`src/rtl/pipe_stage_skid_pkg.sv`:
```
// Shared definitions for the WB pipeline stage register: FSM encoding and
// the field layout of the 104-bit writeback bundle.
package pipe_stage_skid_pkg;

  typedef enum logic [1:0] {
    ST_EMPTY = 2'd0,
    ST_FULL  = 2'd1,
    ST_SKID  = 2'd2
  } state_t;

  // WB bundle field widths, MSB first: we, alu_out, read_data, wr_addr, reg_src, jal_target
  localparam int unsigned WB_WE_W     = 1;
  localparam int unsigned WB_ALU_W    = 32;
  localparam int unsigned WB_RDATA_W  = 32;
  localparam int unsigned WB_WADDR_W  = 5;
  localparam int unsigned WB_REGSRC_W = 2;
  localparam int unsigned WB_JAL_W    = 32;

  localparam int unsigned WB_JAL_LSB    = 0;
  localparam int unsigned WB_REGSRC_LSB = WB_JAL_LSB + WB_JAL_W;
  localparam int unsigned WB_WADDR_LSB  = WB_REGSRC_LSB + WB_REGSRC_W;
  localparam int unsigned WB_RDATA_LSB  = WB_WADDR_LSB + WB_WADDR_W;
  localparam int unsigned WB_ALU_LSB    = WB_RDATA_LSB + WB_RDATA_W;
  localparam int unsigned WB_WE_LSB     = WB_ALU_LSB + WB_ALU_W;
  localparam int unsigned WB_BUNDLE_W   = WB_WE_LSB + WB_WE_W;

endpackage

```
`src/rtl/pipe_stage_skid.sv`:
```
// Valid/ready pipeline stage: single register (SKID=0) or two-entry skid
// buffer (SKID=1, in_ready fully registered), with a saturating stall counter.
module pipe_stage_skid
  import pipe_stage_skid_pkg::*;
#(
  parameter int unsigned PAYLOAD_W = WB_BUNDLE_W,
  parameter int unsigned SKID      = 1,
  parameter int unsigned CNT_W     = 16
) (
  input  logic                 clk,
  input  logic                 rst,
  input  logic                 flush,
  input  logic                 in_valid,
  input  logic [PAYLOAD_W-1:0] in_data,
  output logic                 in_ready,
  output logic                 out_valid,
  output logic [PAYLOAD_W-1:0] out_data,
  input  logic                 out_ready,
  output logic [CNT_W-1:0]     stall_cnt
);

  state_t               r_state;
  state_t               w_state_nxt;
  logic [PAYLOAD_W-1:0] r_main;
  logic [PAYLOAD_W-1:0] w_main_nxt;
  logic [PAYLOAD_W-1:0] r_skid;
  logic [PAYLOAD_W-1:0] w_skid_nxt;
  logic [CNT_W-1:0]     r_stall_cnt;
  logic                 w_in_ready;
  logic                 w_in_fire;
  logic                 w_out_fire;

  generate
    if (SKID != 0) begin : g_skid
      assign w_in_ready = !rst && (r_state != ST_SKID);
    end else begin : g_single
      assign w_in_ready = !rst && ((r_state == ST_EMPTY) || out_ready);
    end
  endgenerate

  assign w_in_fire  = in_valid && w_in_ready;
  assign w_out_fire = out_valid && out_ready;

  // Main register is cleared whenever the stage empties, so a bubble
  // presents an all-zero payload (we=0) without an output mux.
  always_comb begin
    w_state_nxt = r_state;
    w_main_nxt  = r_main;
    w_skid_nxt  = r_skid;
    if (flush) begin
      w_state_nxt = ST_EMPTY;
      w_main_nxt  = '0;
      w_skid_nxt  = '0;
    end else begin
      case (r_state)
        ST_EMPTY: begin
          if (w_in_fire) begin
            w_state_nxt = ST_FULL;
            w_main_nxt  = in_data;
          end
        end
        ST_FULL: begin
          if (w_in_fire && w_out_fire) begin
            w_main_nxt = in_data;
          end else if (w_in_fire) begin
            if (SKID != 0) begin
              w_state_nxt = ST_SKID;
              w_skid_nxt  = in_data;
            end
          end else if (w_out_fire) begin
            w_state_nxt = ST_EMPTY;
            w_main_nxt  = '0;
          end
        end
        ST_SKID: begin
          if (w_out_fire) begin
            w_state_nxt = ST_FULL;
            w_main_nxt  = r_skid;
            w_skid_nxt  = '0;
          end
        end
        default: begin
          w_state_nxt = ST_EMPTY;
          w_main_nxt  = '0;
          w_skid_nxt  = '0;
        end
      endcase
    end
  end

  always_ff @(posedge clk) begin
    if (rst) begin
      r_state <= ST_EMPTY;
      r_main  <= '0;
      r_skid  <= '0;
    end else begin
      r_state <= w_state_nxt;
      r_main  <= w_main_nxt;
      r_skid  <= w_skid_nxt;
    end
  end

  always_ff @(posedge clk) begin
    if (rst) begin
      r_stall_cnt <= '0;
    end else if (out_valid && !out_ready && (r_stall_cnt != '1)) begin
      r_stall_cnt <= r_stall_cnt + CNT_W'(1);
    end
  end

  assign in_ready  = w_in_ready;
  assign out_valid = (r_state != ST_EMPTY);
  assign out_data  = r_main;
  assign stall_cnt = r_stall_cnt;

endmodule

```
`config.mk`:
```
export PLATFORM = sky130hd
export DESIGN_NAME = pipe_stage_skid
export DESIGN_NICKNAME = d
export VERILOG_FILES = /design/src/rtl/pipe_stage_skid_pkg.sv /design/src/rtl/pipe_stage_skid.sv
export SDC_FILE = /design/constraint.sdc
export NUM_CORES = 1
export LEC_CHECK = 0
export ABC_CLOCK_PERIOD_IN_PS = 1700
export BUFFER_PORTS_ARGS = -buffer_cell sky130_fd_sc_hd__buf_2
export CAP_MARGIN = 40
export CORE_ASPECT_RATIO = 1.75
export CORE_UTILIZATION = 40
export CTS_CLUSTER_SIZE = 30
export DETAILED_ROUTE_END_ITERATION = 10
export SYNTH_ARGS = -nofsm -noshare
export SYNTH_HDL_FRONTEND = slang
export SYNTH_SLANG_ARGS = --single-unit
export TNS_END_PERCENT = 30
```
`constraint.sdc`:
```
create_clock -name clk -period 1.7 [get_ports clk]
set_input_delay 0.085 -clock clk [delete_from_list [all_inputs] [get_ports clk]]
set_output_delay 0.085 -clock clk [all_outputs]
set_load 0.02 [all_outputs]
```
==> flow_summary.yaml, run 1 <==
routing:
  drt_wl_total_um: 28520
  first_iter_violations: 457
  via_per_inst: 5.303
  dr.pass1.iters: 6
  remaining_drc_errors: 0
  wl_per_cell_um: 17.04
  vias: 8877
  drtAntennaViolNets: 0
worst_setup_path:
  start_kind: "register"
  worstPathArrival_ns: 2.09
  reg2reg_to: "stall_cnt[15]"
  crit_start: "stall_cnt[0]"
  path_class: "reg2reg"
  crit-reg2reg-launch: "stall_cnt[0]"
  cp_max_fo: 14
  cp-end-kind: "register"
  crit_required_ns: 2.14
  rrSetupSlack_ns: 0.05
  critPathCapture: "stall_cnt[15]"
  reg2regPathDepth: 6
grt:
  grt_max_degree: 68
  overflow: 0
  grt_pass1_vias: 8848
  antenna_found_initial: 2
  grt_pass1_wl_um: 45370
  track_usage: 0.2255
power:
  powerDensity_nw_per_um2: 868.2
  p_leak_nw: 5.052
  ir_worst_vdd_uv: 709.6
sta:
  max_freq_ghz: 0.6068
  rsz0062_at_grt: "yes"
  setup_tns_ns: 0
  min_period_over_period: 0.9694
  finalSetupViolCount: 0
  period_needed_ns: 1.648
  relSlewSlack: 0.7384
  hold_viol_final: 0
  finClkSkew_ns: 0.01646
  slew_violations: 0
  worst_slew_pin_slew_ns: 0.3924
yosys:
  synth_cell_types: 45
  synth_edf_count: 0
  synth_fp_nets: 1152
  avgSynthCellArea_um2: 9.233
  async_flop_share: 0
  syn_area_um2: 9620
  synth_ff_type: "dfxtp_1"
  yosysWarnings: 0
  synthTopCellsByArea: "dfxtp_1 47%, mux2i_1 11%, a22oi_1 8.1%, and2_1 6.9%, a21oi_1 6.1%"
  synth_top_area_cell: "dfxtp_1"
  seq_area_frac_synth: 0.4703
  synth_cells: 1042
  ys_ff_latch: 226
  synth_top_area_frac: 0.4703
layout:
  fillCellCount: 2169
  areaGrowthSynthToFinish_pct: 36.26
  fin_util: 0.5574
  instances_no_fill: 1674
  regArea_um2: 4527
  drive_gt1_frac: 0.2471
  num-nets-final: 1465
  multi_input_area_um2: 4613
run_status:
  status: "complete, no violations"
cts:
  cts-buffers-inserted: 22
  htree_levels: 1
  clk_pin_slew_ns: 0.07
  clock_sinks: 226
  cts-root-buf: "clkbuf_16"
  clk_latency_ns: 0.52
  cts_tree: "yes"
  clk_path_buf_depth: 3
floorplanning:
  fp-row-count: 74
  die_area_um2: 24700
  core_um2: 23520
  fp.dieH_um: 207.2
  start_util: 0.4091
  die_x_um: 119.2
  ios: 231
placement:
  portBuffers: 230
  dp.cells: 1529
  routabilityCongestion: 0.7783
  dpl.hpwl_um: 17570
hold_path:
  hold_class: "in2reg"
run:
  cap_violations: 0
## registers in the layout, indices dropped and copies added, names as in the netlist
register and cells:
r_state 2, stall_cnt 16, out_data 104, r_skid 104
## layout make-up
class	instances	share of cell area
multi-input combinational	714	0.3519
clock buffer	31	0.05001
inverter	4	0.001145
sequential	226	0.3453
tap	304	0.02902
timing repair buffer	387	0.2190
clock inverter	6	0.003245
antenna	2	0.0003818
## metrics by stage
step / hold slack, ns / area (µm²) / power (mW) / setup WS [ns]
after detailed placement: 0.4063 / 11340 / 6.520 / 0.001052
final: 0.07634 / 13110 / 11.38 / 0.05205
after global placement: 0.4035 / 11340 / 6.512 / 0.04131
after floorplan: 0.2727 / 9620 / 6.084 / -0.02204
after CTS: 0.05883 / 13100 / 11.52 / 0.01285
after global routing: 0.08509 / 13110 / 11.78 / -0.03581
## power breakdown
group	switching (mW)	internal, mW
sequential	0.0346	5.35
clock	2.10	2.69
combinational	0.635	0.571
## Yosys cell counts, drive strengths merged, types with 2 or more instances
master / n
buf: 44
dfxtp: 226
o41ai: 3
or2: 2
clkbuf: 54
nand4: 7
nand3: 107
o31ai: 7
a22oi: 104
mux2i: 108
inv: 4
nand2: 6
nor2: 110
nor3: 2
o21ai: 7
and2: 107
or3: 5
or4: 7
and2b: 2
a21oi: 117
o22a: 2
## cell families after synthesis
| family | count (synthesis) | synth area share |
|---|---|---|
| xor+xnor | 1 | 0.0009106 |
| flops | 226 | 0.4703 |
| simple gates | 361 | 0.1989 |
| mux | 108 | 0.1124 |
| compound gates | 243 | 0.1623 |
| fa+ha+maj | 1 | 0.001300 |
| buf+inv | 102 | 0.05397 |
## worst max-delay path: stages, from the launching register on
cell     delay [ns]
dfxtp_1        0.32
ha_1           0.22
nand3_2        0.13
o41ai_4        0.09
buf_4          0.18
or4_1          0.50
a21oi_1        0.13
## metal layers
layer  wire (µm)  share of wire  vias to the layer above  track usage
met3        1389          0.049                       77      0.03634
met1       11420           0.40                     4225       0.2577
li1            -              -                     4308            -
met4        1351          0.047                        0       0.1170
met5           0              0                        -            0
met2       14360           0.50                      267       0.3982
## worst min path at each step
stage / from / end / cells past startpoint
floorplan: in_valid / r_state[1] / 2
global placement: in_data[70] / out_data[70] / 3
detailed placement: in_data[2] / out_data[2] / 3
CTS: rst / stall_cnt[1] / 3
global route: rst / stall_cnt[0] / 3
finish: rst / stall_cnt[1] / 3
## placed cells by master (no fill, tap or decap), drive strengths merged, types with 3 or more instances in the layout
cell type,count
buf,281
dfxtp,226
a21oi,117
nor2,110
mux2i,108
nand3,107
and2,107
dlygate4sd3,106
a22oi,104
clkbuf,31
o31ai,7
or4,7
nand4,7
o21ai,7
nand2,6
or3,5
inv,4
clkinv,4
o41ai,3
## repair_timing
action | CTS | global route
hold buffers | 106 | 0
setup endpoints to repair | 1 | 8
gates resized for setup | 1 | 2
hold endpoints to repair | 209 | 0
pin swaps | 0 | 2
buffers inserted | 0 | 1
(Power assumes the default switching activity.)
==> run 2, diff against run 1 <==
ABC_AREA = 1   (was default)
CORE_MARGIN = 2   (was default)
==> run 2 against run 1 <==
Against the previous run: area after synthesis grew 13%; register-to-register slack improved by 0.07 ns; flip-flop and latch count is the same; via count is 32% higher; sequential share of layout area shrank 3.0 points; global-route usage grew 1.0 points; critical path depth stayed put; clock power is 4% higher; core utilization fell by 2.6 points; combinational power is 21% higher; critical endpoint is now in_ready.
==> flow_summary.yaml, run 2 <==
worst_setup_path:
  worstPathArrival_ns: 1.55
  worstPathCellList: "inv_2 -> nand2_4 -> clkinv_4 -> buf_12 -> nor2_1 -> buf_4"
  cp-end-kind: "output port"
  crit-reg2reg-launch: "r_state[1]"
  cp_max_fo: 18
  crit_required_ns: 1.62
  critPathCapture: "in_ready"
  max_stage_delay_ns: 0.38
  start_kind: "register"
  crit_start: "r_state[0]"
  reg2regPathDepth: 6
  path_class: "reg2out"
  reg2reg_to: "out_data[8]"
  rrSetupSlack_ns: 0.12
  critPathSlowestCell: "dfxtp_4"
routing:
  remaining_drc_errors: 0
  drtAntennaViolNets: 0
  vias: 11693
  via_per_inst: 4.905
  first_iter_violations: 560
  dr.pass1.iters: 5
  wl_per_cell_um: 14.49
  drt_wl_total_um: 34550
grt:
  grt_max_degree: 63
  grt_pass1_vias: 11269
  overflow: 0
  track_usage: 0.2358
  grt_pass1_wl_um: 55010
  antenna_found_initial: 2
hold_path:
  hold_depth: 5
  hold_class: "in2reg"
yosys:
  avgSynthCellArea_um2: 6.241
  seq_area_frac_synth: 0.4147
  synth_fp_nets: 1858
  synth_edf_count: 0
  yosysWarnings: 0
  synthTopCellsByArea: "dfxtp_1 41%, nand2_1 24%, a21oi_1 8.1%, nor2_1 7.6%, nand3_1 5.0%"
  syn_area_um2: 10910
  synth_cell_types: 24
  synth_cells: 1748
  synth_top_cells_by_count: "700 x nand2_1, 226 x dfxtp_1, 221 x nor2_1, 176 x a21oi_1, 118 x inv_1"
  synth_top_area_cell: "dfxtp_1"
  async_flop_share: 0
  synth_top_area_frac: 0.4147
  synth_ff_type: "dfxtp_1"
  yosysMostFrequentCell: "nand2_1"
  ys_ff_latch: 226
cts:
  htree_levels: 1
  clk_latency_ns: 0.52
  clk_pin_slew_ns: 0.07
  cts-buffers-inserted: 23
  clock_sinks: 226
  clk_path_buf_depth: 3
  cts_tree: "yes"
  cts-root-buf: "clkbuf_16"
floorplanning:
  die_area_um2: 28660
  start_util: 0.4037
  die_x_um: 128.8
  ios: 231
  fp-row-count: 80
  core_um2: 27030
  fp.dieH_um: 222.5
power:
  ir_worst_vdd_uv: 704.9
  clockPowerShare: 0.419
  combPwrFrac: 0.123
  p_switching_mw: 3.056
  powerDensity_nw_per_um2: 826.8
  pwr-share-seq: 0.458
  p_int_mw: 8.813
  netSwitchingFraction: 0.2575
  p_leak_nw: 6.413
placement:
  routabilityCongestion: 0.8494
  portBuffers: 230
  dpl.hpwl_um: 22620
  dp_slack_ns: 0.02872
sta:
  setup_ws_ns: 0.06447
  rsz0062_at_grt: "yes"
  min_period_over_period: 0.9621
  relSlewSlack: 0.7111
  finClkSkew_ns: 0.01108
  hold_viol_final: 0
  period_needed_ns: 1.636
  finalHoldWorstSlack_ns: 0.004362
  finalSetupViolCount: 0
  worst_slew_pin_slew_ns: 0.4334
  max_freq_ghz: 0.6114
  slew_violations: 0
layout:
  layout_commonest_cell: "nand2_1"
  num-nets-final: 2150
  layout_common_cells: "699 x nand2_1, 229 x buf_2, 222 x dfxtp_1, 221 x nor2_1, 175 x a21oi_1"
  drive_gt1_frac: 0.1679
  areaGrowthSynthToFinish_pct: 31.59
run_status:
  status: "complete, no violations"
run:
  cap_violations: 0
-- run 2: how the worst min path moves through the flow --
stage / slack, ns / from / endpoint
after global placement: 0.43 / in_data[80] / r_skid[80]
after global routing: 0.02 / in_data[5] / out_data[5]
final: 0.004 / in_data[96] / out_data[96]
after detailed placement: 0.44 / in_data[82] / r_skid[82]
after floorplan: 0.26 / out_ready / r_state[1]
after CTS: 0.005 / in_data[5] / out_data[5]
-- run 2: critical path, delay by kind of cell (launching register included) --
family,cells,cell delay (ns)
AND/OR/NAND/NOR,2,0.17
flip-flops,1,0.38
buffers and inverters,4,0.47
-- run 2: power groups by stage --
stage	Combinational, mW	Clock [mW]	Sequential [mW]
global route	1.62	5.27	5.44
floorplan	0.699	0	5.63
detailed placement	1.29	0	5.55
global placement	1.28	0	5.55
CTS	1.46	5.07	5.43
finish	1.46	4.98	5.43
-- run 2: metal layers --
layer  GRT usage  wire length, µm  vias to the layer above
met2      0.4405            17930                      270
met4     0.09502             1250                        2
li1            -                -                     6003
met5           0                7                        -
met3     0.03082             1584                       71
met1      0.2638            13780                     5347
-- run 2: layout make-up --
cell class                 count  area (µm²)
antenna                        1       2.502
inverter                     124       478.0
multi-input combinational   1285        5396
fill                        2762       12670
clock inverter                11       107.6
clock buffer                  29       608.1
sequential                   226        4532
tap                          328       410.4
timing repair buffer         380        2820
-- run 2: cells by family (layout without fill, tap and decap cells) --
group	Yosys count	after routing	share of synthesized area
flip-flops	226	226	0.4147
XOR/XNOR	7	7	0.005620
AND/OR/NAND/NOR	1045	1045	0.3780
AO/OA/AOI/OAI	232	232	0.1068
buffers and inverters	237	544	0.09370
adder cells (fa/ha/maj)	1	1	0.001147
other	0	1	0
-- run 2: what timing repair did --
action | in CTS | in global routing
buffers inserted | 0 | 0
gates cloned | 1 | 2
hold endpoints to repair | 180 | 0
hold buffers | 94 | 0
endpoints found under the setup margin | 1 | 88
resized for setup | 4 | 6
-- run 2: through the flow --
step | total power, mW | TNS (ns) | instance area [µm²] | utilization | instances
after global routing | 12.33 | -0.006316 | 14360 | 0.5312 | 2384
after global placement | 6.831 | 0 | 12580 | 0.4656 | 2246
after CTS | 11.97 | 0 | 14280 | 0.5285 | 2381
after floorplan | 6.327 | 0 | 10910 | - | 1748
final | 11.87 | 0 | 14360 | 0.5312 | 2384
after detailed placement | 6.839 | 0 | 12580 | 0.4656 | 2246
==> run 3, diff against run 2 <==
CELL_PAD_IN_SITES_DETAIL_PLACEMENT = 1   (was default)
CELL_PAD_IN_SITES_GLOBAL_PLACEMENT = 1   (was default)
CORE_MARGIN = default   (was 2)
CORE_UTILIZATION = 38   (was 40)
MAX_ROUTING_LAYER = met4   (was default)
PLACE_DENSITY_LB_ADDON = 0.1   (was default)
==> run 3 against run 2 <==
Against the previous run: clock power grew 5.6%; hold slack gained 0.034 ns; first-iteration DRC count shrank 16%; largest power group unchanged; critical endpoint unchanged; cell area grew 2.1%; critical path depth is the same; clock-buffer cell count grew 10; final cell count grew 2.5%; maximum frequency is essentially flat; via count grew 5.0%; critical path type unchanged; worst setup slack is essentially flat; global-route usage grew 4.6 points.
==> flow_summary.yaml, run 3 (synthesis gave the netlist of run 2 again) <==
grt:
  antenna_found_initial: 1
  track_usage: 0.2814
  overflow: 0
  grt_pass1_wl_um: 63770
  grt_max_degree: 74
  grt_pass1_vias: 12790
power:
  powerDensity_nw_per_um2: 836.6
  p_leak_nw: 6.506
  clockPowerShare: 0.429
  p_total_mw: 12.26
  netSwitchingFraction: 0.2614
  p_int_mw: 9.055
  p_switching_mw: 3.204
  ir_worst_vdd_uv: 758.2
  combPwrFrac: 0.127
  pwr-share-seq: 0.444
worst_setup_path:
  cp-end-kind: "output port"
  worstPathArrival_ns: 1.55
  cp.buffers_inverters: 4
  cp_max_fo: 13
  path_delay_family: "buffers and inverters"
  path_class: "reg2out"
  crit_required_ns: 1.62
  critPathSlowestCell: "dfxtp_4"
  start_kind: "register"
  max_stage_delay_ns: 0.39
  worstPathCellList: "inv_2 -> nand2_2 -> clkinv_4 -> buf_16 -> nor2_2 -> buf_4"
layout:
  fin_util: 0.5220
  layout_common_cells: "699 x nand2_1, 229 x buf_2, 222 x dfxtp_1, 220 x nor2_1, 175 x a21oi_1"
  fin_area_um2: 14650
  instances_no_fill: 2443
  areaGrowthSynthToFinish_pct: 34.32
  num-nets-final: 2161
  fillCellCount: 3773
  drive_gt1_frac: 0.1663
  layout_commonest_cell: "nand2_1"
cts:
  htree_levels: 1
  cts-buffers-inserted: 24
  clk_latency_ns: 0.52
  clk_pin_slew_ns: 0.06
  clock_sinks: 226
  cts_tree: "yes"
  clk_path_buf_depth: 3
  cts-root-buf: "clkbuf_16"
floorplanning:
  fp.dieH_um: 226.1
  fp-row-count: 81
  ios: 231
  die_x_um: 130.1
  core_um2: 28070
  die_area_um2: 29420
  start_util: 0.3886
routing:
  drt_wl_total_um: 40450
  first_iter_violations: 468
  remaining_drc_errors: 0
  wl_per_cell_um: 16.56
  vias: 12277
  drtAntennaViolNets: 0
  via_per_inst: 5.025
  dr.pass1.iters: 4
placement:
  portBuffers: 230
  routabilityCongestion: 0.7836
  postPlaceCellArea_um2: 12580
  dp.cells: 2283
  dpl.hpwl_um: 23950
sta:
  slew_violations: 0
  worst_slew_pin_slew_ns: 0.3673
  hold_viol_final: 0
  relSlewSlack: 0.7551
  min_period_over_period: 0.9619
  max_freq_ghz: 0.6115
  rsz0062_at_grt: "yes"
  period_needed_ns: 1.635
  finalSetupViolCount: 0
  finalHoldWorstSlack_ns: 0.03836
  finClkSkew_ns: 0.009223
hold_path:
  hold_class: "in2reg"
run_status:
  status: "complete, no violations"
run:
  cap_violations: 0
[run 3: cell types whose count changed in the layout (fill, tap and decap cells not counted), sizes merged]
cell | before | now
buf | 283 | 279
bufbuf | 1 | 2
bufinv | 2 | 1
clkbuf | 31 | 42
clkinv | 9 | 4
dlygate4sd3 | 94 | 106
[run 3: final timing paths]
| check | startpoint | to | slack, ns | depth (start not counted) |
|---|---|---|---|---|
| max | r_state[0] | in_ready | 0.06 | 6 |
| min | out_ready | r_state[0] | 0.04 | 3 |
| max reg2reg | r_state[0] | out_data[57] | 0.09 | 10 |
| min reg2reg | out_data[20] | out_data[20] | 0.46 | 2 |
[run 3: cell type report]
cell class                      instances  area (µm²)  share of cell area
Antenna cell                            1       2.502           0.0001708
Tap cell                              373       466.7             0.03185
Multi-Input combinational cell       1285        5394              0.3681
Clock buffer                           39       718.2             0.04901
Clock inverter                          5       52.55            0.003586
Sequential cell                       226        4532              0.3093
Timing Repair Buffer                  390        3007              0.2052
Inverter                              124       480.5             0.03279
[run 3: per-layer routing]
metal	track usage	wire, µm	vias up
met2	0.5290	21540	271
met3	0.02961	1451	60
met5	-	0	-
li1	-	-	6020
met1	0.2966	16260	5926
met4	0.1005	1193	0
[run 3: repair_timing]
action,4_1_cts,5_1_grt
endpoints found under the setup margin,1,19
gates resized for setup,7,7
hold endpoints to repair,203,0
buffers inserted,1,3
hold buffers,106,0
pin swaps,0,1
gates cloned,2,3
[run 3: per-stage QoR]
step | setup TNS, ns | setup WS (ns)
final | 0 | 0.06470
after global routing | -0.04227 | -0.01049
after CTS | 0 | 0.02885
after detailed placement | 0 | 0.01761
after global placement | 0 | 0.02817
after floorplan | 0 | 0.02201
[run 3: worst register-to-register path: cells and delay by family (launching register included)]
family | cells | cell delay, ns
buffers and inverters | 3 | 0.37
and+or+nand+nor | 6 | 0.62
DFF | 1 | 0.39
AOI/OAI and AO/OA | 1 | 0.16
[run 3: power groups by stage]
stage          clock, mW  sequential (mW)  combinational [mW]
5_1_grt             5.59             5.44                1.71
3_5_place_dp           0             5.56                1.31
3_3_place_gp           0             5.55                1.28
6_report            5.26             5.44                1.56
4_1_cts             5.39             5.44                1.51
2_1_floorplan          0             5.63               0.699
